===== src/rtl/vit_traceback_pkg.sv =====
// ============================================================================
//  Module      : vit_traceback_pkg
//  Description : Shared constants, FSM encoding and trellis helper for the
//                Viterbi survivor-memory / traceback stage.
//                Optional build macro: VIT_TB_BEST_STATE_EN (used by the top).
//  Revision    : 1.0  initial release
// ============================================================================
`default_nettype none

package vit_traceback_pkg;

    localparam int NUM_STATES = 64;
    localparam int STATE_W    = 6;

    typedef enum logic [2:0] {
        FILL   = 3'd0,
        TRACE  = 3'd1,
        DECODE = 3'd2,
        OUTPUT = 3'd3,
        FLUSH  = 3'd4
    } tb_fsm_e;

    // Input bits enter the state at the MSB, so the predecessor shifts left
    // and takes the survivor bit as its new LSB.
    function automatic logic [STATE_W-1:0] pred_state(
        input logic [STATE_W-1:0] state,
        input logic               sur_bit
    );
        return {state[STATE_W-2:0], sur_bit};
    endfunction

endpackage

`default_nettype wire


===== src/rtl/vit_tb_lifo.sv =====
// ============================================================================
//  Module      : vit_tb_lifo
//  Description : Bit-wide push/pop stack that reverses traceback order into
//                chronological order. Top-of-stack is read combinationally.
//  Revision    : 1.0  initial release
// ============================================================================
`default_nettype none

module vit_tb_lifo
    import vit_traceback_pkg::*;
#(
    parameter int DEPTH = 64,
    parameter int CNT_W = $clog2(DEPTH + 1)
) (
    input  logic             clk,
    input  logic             rst_n,
    input  logic             push_i,
    input  logic             pop_i,
    input  logic             din_i,
    output logic             dout_o,
    output logic [CNT_W-1:0] cnt_o
);

    localparam int               ADDR_W = (DEPTH > 1) ? $clog2(DEPTH) : 1;
    localparam logic [CNT_W-1:0] FULL   = CNT_W'(DEPTH);

    logic [DEPTH-1:0]  mem_q;
    logic [CNT_W-1:0]  sp_q;
    logic [ADDR_W-1:0] wr_idx;
    logic [ADDR_W-1:0] top_idx;
    logic              do_push;
    logic              do_pop;

    assign do_push = push_i && (sp_q != FULL);
    assign do_pop  = pop_i && !push_i && (sp_q != '0);
    assign wr_idx  = ADDR_W'(sp_q);
    assign top_idx = ADDR_W'(sp_q - 1'b1);

    always_ff @(posedge clk or negedge rst_n) begin
        if (!rst_n) begin
            sp_q <= '0;
        end else if (do_push) begin
            sp_q <= sp_q + 1'b1;
        end else if (do_pop) begin
            sp_q <= sp_q - 1'b1;
        end
    end

    always_ff @(posedge clk) begin
        if (do_push) begin
            mem_q[wr_idx] <= din_i;
        end
    end

    assign dout_o = mem_q[top_idx];
    assign cnt_o  = sp_q;

endmodule

`default_nettype wire


===== src/rtl/vit_traceback.sv =====
// ============================================================================
//  Module      : vit_traceback
//  Description : Viterbi survivor ring buffer with block traceback and
//                chronological bit output. Build macro VIT_TB_BEST_STATE_EN
//                selects the steady-state traceback start state.
//  Revision    : 1.0  initial release
// ============================================================================
`default_nettype none

module vit_traceback
    import vit_traceback_pkg::*;
#(
    parameter int TB_DEPTH  = 32,
    parameter int DEC_LEN   = 32,
    parameter int MEM_DEPTH = 64
) (
    input  logic                  clk,
    input  logic                  rst_n,
    input  logic                  di_vld,
    input  logic [NUM_STATES-1:0] di_sur,
    input  logic [STATE_W-1:0]    di_best_state,
    input  logic                  di_last,
    output logic                  do_in_rdy,
    output logic                  do_bit,
    output logic                  do_vld,
    output logic                  do_last
);

    localparam int               PTR_W    = $clog2(MEM_DEPTH);
    localparam int               CNT_W    = $clog2(MEM_DEPTH + 1);
    localparam logic [PTR_W-1:0] PTR_LAST = PTR_W'(MEM_DEPTH - 1);
    localparam logic [CNT_W-1:0] CNT_PRE  = CNT_W'(MEM_DEPTH - 1);
    localparam logic [CNT_W-1:0] TB_LAST  = CNT_W'(TB_DEPTH - 1);
    localparam logic [CNT_W-1:0] DEC_LAST = CNT_W'(DEC_LEN - 1);
    localparam logic [CNT_W-1:0] DEC_CNT  = CNT_W'(DEC_LEN);
    localparam logic [CNT_W-1:0] CNT_ONE  = CNT_W'(1);

    tb_fsm_e               state_q;
    logic [NUM_STATES-1:0] mem_q [MEM_DEPTH];
    logic [PTR_W-1:0]      wr_ptr_q;
    logic [PTR_W-1:0]      rd_ptr_q;
    logic [PTR_W-1:0]      wr_ptr_d;
    logic [PTR_W-1:0]      rd_ptr_d;
    logic [CNT_W-1:0]      cnt_q;
    logic [CNT_W-1:0]      step_q;
    logic [STATE_W-1:0]    tb_state_q;
    logic [STATE_W-1:0]    tb_state_d;
    logic [STATE_W-1:0]    start_state;
    logic                  flush_q;
    logic                  do_in_rdy_q;
    logic                  do_vld_q;
    logic                  do_bit_q;
    logic                  do_last_q;
    logic                  accept;
    logic [NUM_STATES-1:0] sur_vec;
    logic                  lifo_push;
    logic                  lifo_pop;
    logic                  lifo_dout;
    logic [CNT_W-1:0]      lifo_cnt;

`ifdef VIT_TB_BEST_STATE_EN
    assign start_state = di_best_state;
`else
    logic unused_best_state;
    assign unused_best_state = ^di_best_state;
    assign start_state       = '0;
`endif

    assign accept     = di_vld && do_in_rdy_q;
    assign wr_ptr_d   = (wr_ptr_q == PTR_LAST) ? '0 : wr_ptr_q + 1'b1;
    assign rd_ptr_d   = (rd_ptr_q == '0) ? PTR_LAST : rd_ptr_q - 1'b1;
    assign sur_vec    = mem_q[rd_ptr_q];
    assign tb_state_d = pred_state(tb_state_q, sur_vec[tb_state_q]);
    assign lifo_push  = (state_q == DECODE) || (state_q == FLUSH);
    assign lifo_pop   = (state_q == OUTPUT);

    always_ff @(posedge clk) begin
        if (accept) begin
            mem_q[wr_ptr_q] <= di_sur;
        end
    end

    always_ff @(posedge clk or negedge rst_n) begin
        if (!rst_n) begin
            state_q     <= FILL;
            wr_ptr_q    <= '0;
            rd_ptr_q    <= '0;
            cnt_q       <= '0;
            step_q      <= '0;
            tb_state_q  <= '0;
            flush_q     <= 1'b0;
            do_in_rdy_q <= 1'b0;
            do_vld_q    <= 1'b0;
            do_bit_q    <= 1'b0;
            do_last_q   <= 1'b0;
        end else begin
            do_vld_q  <= 1'b0;
            do_bit_q  <= 1'b0;
            do_last_q <= 1'b0;
            case (state_q)
                FILL: begin
                    do_in_rdy_q <= 1'b1;
                    if (accept) begin
                        wr_ptr_q <= wr_ptr_d;
                        rd_ptr_q <= wr_ptr_q;
                        cnt_q    <= cnt_q + 1'b1;
                        step_q   <= '0;
                        // di_last wins over a full buffer: the frame ends here.
                        if (di_last) begin
                            state_q     <= FLUSH;
                            tb_state_q  <= '0;
                            flush_q     <= 1'b1;
                            do_in_rdy_q <= 1'b0;
                        end else if (cnt_q == CNT_PRE) begin
                            state_q     <= TRACE;
                            tb_state_q  <= start_state;
                            flush_q     <= 1'b0;
                            do_in_rdy_q <= 1'b0;
                        end
                    end
                end
                TRACE: begin
                    tb_state_q <= tb_state_d;
                    rd_ptr_q   <= rd_ptr_d;
                    if (step_q == TB_LAST) begin
                        state_q <= DECODE;
                        step_q  <= '0;
                    end else begin
                        step_q <= step_q + 1'b1;
                    end
                end
                DECODE: begin
                    tb_state_q <= tb_state_d;
                    rd_ptr_q   <= rd_ptr_d;
                    if (step_q == DEC_LAST) begin
                        state_q <= OUTPUT;
                        step_q  <= '0;
                    end else begin
                        step_q <= step_q + 1'b1;
                    end
                end
                FLUSH: begin
                    tb_state_q <= tb_state_d;
                    rd_ptr_q   <= rd_ptr_d;
                    if (step_q == cnt_q - 1'b1) begin
                        state_q <= OUTPUT;
                        step_q  <= '0;
                    end else begin
                        step_q <= step_q + 1'b1;
                    end
                end
                OUTPUT: begin
                    do_vld_q <= 1'b1;
                    do_bit_q <= lifo_dout;
                    if (lifo_cnt == CNT_ONE) begin
                        state_q     <= FILL;
                        do_in_rdy_q <= 1'b1;
                        if (flush_q) begin
                            do_last_q <= 1'b1;
                            cnt_q     <= '0;
                            wr_ptr_q  <= '0;
                            rd_ptr_q  <= '0;
                            flush_q   <= 1'b0;
                        end else begin
                            cnt_q <= cnt_q - DEC_CNT;
                        end
                    end
                end
                default: begin
                    state_q <= FILL;
                end
            endcase
        end
    end

    vit_tb_lifo #(
        .DEPTH (MEM_DEPTH),
        .CNT_W (CNT_W)
    ) u_lifo (
        .clk    (clk),
        .rst_n  (rst_n),
        .push_i (lifo_push),
        .pop_i  (lifo_pop),
        .din_i  (tb_state_q[STATE_W-1]),
        .dout_o (lifo_dout),
        .cnt_o  (lifo_cnt)
    );

    assign do_in_rdy = do_in_rdy_q;
    assign do_vld    = do_vld_q;
    assign do_bit    = do_bit_q;
    assign do_last   = do_last_q;

endmodule

`default_nettype wire

===== config.mk =====
export PLATFORM = sky130hd
export DESIGN_NAME = vit_traceback
export DESIGN_NICKNAME = d
export VERILOG_FILES = /design/src/rtl/vit_traceback_pkg.sv /design/src/rtl/vit_tb_lifo.sv /design/src/rtl/vit_traceback.sv
export SDC_FILE = /design/constraint.sdc
export NUM_CORES = 2
export LEC_CHECK = 0
export CAP_MARGIN = 20
export CORE_ASPECT_RATIO = 1.4
export CORE_MARGIN = 5
export CORE_UTILIZATION = 50
export CTS_CLUSTER_SIZE = 25
export DETAILED_ROUTE_END_ITERATION = 10
export HOLD_SLACK_MARGIN = 0.03
export PLACE_DENSITY_LB_ADDON = 0.3
export SKIP_CTS_REPAIR_TIMING = 1
export SYNTH_ARGS = -nofsm -noshare
export SYNTH_HDL_FRONTEND = slang
export SYNTH_SLANG_ARGS = --single-unit

===== constraint.sdc =====
create_clock -name clk -period 5.05 [get_ports clk]
set_clock_uncertainty 0.05 [all_clocks]
set_input_delay 1.01 -clock clk [delete_from_list [all_inputs] [get_ports clk]]
set_output_delay 1.01 -clock clk [all_outputs]
set_load 0.02 [all_outputs]

==> impl_summary.txt <==
----------------------------------------------------
[Critical path]
  Biggest cell delay along the critical path ... 840 ps
  Data required time at the worst endpoint ... 5790 ps
  Data arrival time of the critical path ... 5840 ps
  Type of destination of the critical path ... flip-flop
  CP delay by family, top ... buffers and inverters
  Cell chain of the critical path ... buf_12 -> buf_12 -> buf_4 -> buf_4 -> mux4_2 -> mux2i_1 -> o21ai_0 -> a2111oi_1 -> buf_4 -> nor4_1 -> o211ai_1 -> o32ai_1 -> buf_4 -> o22ai_1 -> nand3_1
  Library cell contributing the largest single delay on the critical path ... dfrtp_4
  Crit-path most repeated cell ... buf_4
  Setup slack on the worst flop-to-flop path ... -50 ps
  Buf+Inv Stages, Crit Path ... 6
  Critical path class ... reg2reg
  Kind of launch point of the worst setup path ... flip-flop
  R2r endpoint ... tb_state_q[0]
  Worst flop-to-flop path startpoint ... rd_ptr_q[1]
  Maximum fanout along the worst path ... 34
  Cell count along the critical path ... 15
  Number of cells on the worst reg-to-reg path ... 15

[Synthesis]
  Fraction of synthesized cell area taken by the top area cell type ... 76.9%
  Post-Syn Nets ... 7514
  Proportion of synthesized flip-flops having asynchronous set or reset ... 1.12%
  Number of register bits inferred by synthesis ... 4207
  Ranking of synthesized cells by area ... edfxtp_1 77%, mux4_2 13%, mux2i_1 2.0%
  Top-count cell post-synth ... edfxtp_1
  Most common library cells after synthesis ... 4160 x edfxtp_1, 966 x mux4_2, 330 x mux2i_1
  Sequential cell area fraction in the yosys report ... 77.6%
  Primary FF master, synth ... edfxtp_1
  Yosys warnings ... 0
  Synth Instances ... 7430
  Average footprint of a synthesized cell ... 21.9 µm²
  Most area-hungry cell type in the Yosys netlist ... edfxtp_1
  Number of enable-type register cells in the synthesized netlist ... 4160
  Netlist area before placement ... 162000 µm²
  Count of cell types in the netlist ... 78

[CTS]
  Number of buffers created by CTS ... 385
  CTS HTree Levels ... 5
  Clock slew seen by the registers of the worst setup and hold paths ... 70 ps
  TritonCTS clock tree ... done
  Total number of clock tree sinks ... 4207
  Clock tree buffer depth ... 4
  Insertion delay of the later-clocked pin in the worst-skew pair ... 930 ps
  Root cell of the clock tree ... clkbuf_16

[Floorplanning]
  Die outline area ... 337000 µm²
  Standard-cell row count ... 247
  Count of pins on the block boundary ... 78
  Core area ... 324000 µm²
  Initial standard-cell utilization of the core ... 50.2%
  Width of the chip ... 492 µm
  Die boundary height ... 685 µm

[Timing]
  Worst slew margin ... 16.9%
  Slew of the pin with the lowest slew margin ... 1250 ps
  Achievable Freq ... 0.196 GHz
  Number of failing hold endpoints at the final stage ... 0
  Sum of negative setup slack ... -49.9 ps
  Shortest clock period the worst path allows after layout ... 5100 ps
  Endpoints failing setup ... 1
  Final critical-path share of the clock period ... 101%
  Final Slew Violations ... 0
  Post-layout worst setup margin ... -49.9 ps
  Unrepaired setup endpoints after global routing ... no
  Fin Hold WS ... 166 ps

[GRT]
  Sum of overflow across all layers after global routing ... 0
  Maximum number of pins on one net before global-route repair ... 67
  Via count of the first global-routing pass ... 84900
  Initial antenna violation count ... 44
  Total global routing track utilization ... 30.1%
  First-pass GRT wire length ... 699000 µm

[Placed design]
  Routability Congestion ... 0.848
  Total of buffers placed on input and output ports ... 71
  Placed wire-length estimate after detailed placement ... 280000 µm
  Total placed instance area ... 172000 µm²

[Run status]
  Result of the run ... finished with violations
  Failing checks ... negative setup slack

[Detailed routing]
  Starting DRT DRC Count ... 14000
  DR WL/cell ... 41.0 µm
  Number of detailed-route iterations in the first pass ... 6
  Residual DRC ... 0
  Avg Vias per Cell ... 6.94
  Aggregate routed wire length ... 514000 µm
  Number of nets still failing antenna checks after routing ... 0
  Via Count ... 87000

[Finish]
  FF/Latch Area ... 126000 µm²
  Ratio of cells with drive above 1 in the final layout ... 27.2%
  Multi-input gate area in the final layout ... 34600 µm²
  FILL cells ... 22700
  Area growth from synthesis to final layout ... 14.1%
  Layout Nets ... 8060
  Core utilization of the finished layout ... 57.3%
  Finished Cell Area ... 185000 µm²

[Power and ir drop]
  Leakage ... 0.0581 µW
  Largest vdd supply drop ... 420 µV
  P per Cell Area ... 534 nW/µm²

[Job]
  Max-capacitance violation count ... 0

[Hold path]
  Path category of the worst min-delay check ... in2async

----------------------------------------------------
-- per-layer routing --
layer	track usage (%)	routed length [µm]	part of all wire, %	vias to the layer above
li1	-	-	-	32600
met1	38.6	168000	33	45800
met2	47.7	242000	47	6904
met3	7.33	66600	13	1660
met4	16.9	37300	7.3	26
met5	0.229	242	0.047	-
-- registers in the layout, indices dropped and copies added, names as in the netlist, 3 cells and up --
register	flops
step_q	7
u_lifo.cnt_o	7
mem_q	4096
rd_ptr_q	6
cnt_q	7
u_lifo.mem_q	64
state_q	3
wr_ptr_q	6
tb_state_q	6
-- per-stage QoR --
stage / cells / total power [µW] / setup slack (ps)
4_1_cts: 12500 / 98800 / -200
3_3_place_gp: 11800 / 69200 / -156
2_1_floorplan: 7430 / 57700 / 284
5_1_grt: 12500 / 102000 / 69.2
3_5_place_dp: 11800 / 69500 / -107
6_report: 12500 / 99100 / -49.9
-- where the power goes --
group          total, µW  leakage, µW  switching (µW)  internal, µW
clock              29700      0.00618           12900         16800
sequential         39800       0.0380             776         39100
combinational      29500       0.0139           17500         12100
total              99100       0.0581           31200         67900
-- worst max path at each step --
stage                           start            end  slack, ps
final                     rd_ptr_q[1]  tb_state_q[0]        -50
after global routing      rd_ptr_q[1]  tb_state_q[0]         70
after CTS                 rd_ptr_q[1]  tb_state_q[0]       -200
after detailed placement  rd_ptr_q[1]  tb_state_q[0]       -110
after global placement    rd_ptr_q[0]  tb_state_q[0]       -160
after floorplan                di_vld   mem_q[61][0]        280
-- cell families after synthesis --
group,synth area share [%]
adders and majority gates,0.0770
buffers and inverters,1.43
AOI/OAI and AO/OA,3.15
DFF,77.6
muxes,15.7
and+or+nand+nor,1.89
xor gates and xnor gates,0.124
-- layout make-up --
type / count / area share [%]
Sequential cell: 4207 / 68.0
Multi-Input combinational cell: 2775 / 18.7
Clock buffer: 449 / 5.40
Timing Repair Buffer: 585 / 3.56
Tap cell: 4233 / 2.86
Clock inverter: 249 / 1.43
Inverter: 22 / 0.0540
Antenna cell: 23 / 0.0310
-- cell usage in the layout (no fill, tap or decap), drive strengths merged, types with 23 or more instances in the layout --
master  instances
edfxtp       4160
mux4          966
nor3           27
a21oi         128
nor2          216
a221oi         60
clkinv        171
mux2i         330
dfrtp          47
a31oi          31
a211oi         30
diode          23
nand2         217
nor2b          23
o21ai         104
and2           25
inv            32
buf           578
a22oi          90
o22ai          66
mux2           43
a22o           24
nand3          64
bufinv         50
clkbuf        449
o221ai         42
Note: power is estimated with default switching activity, not from simulation.
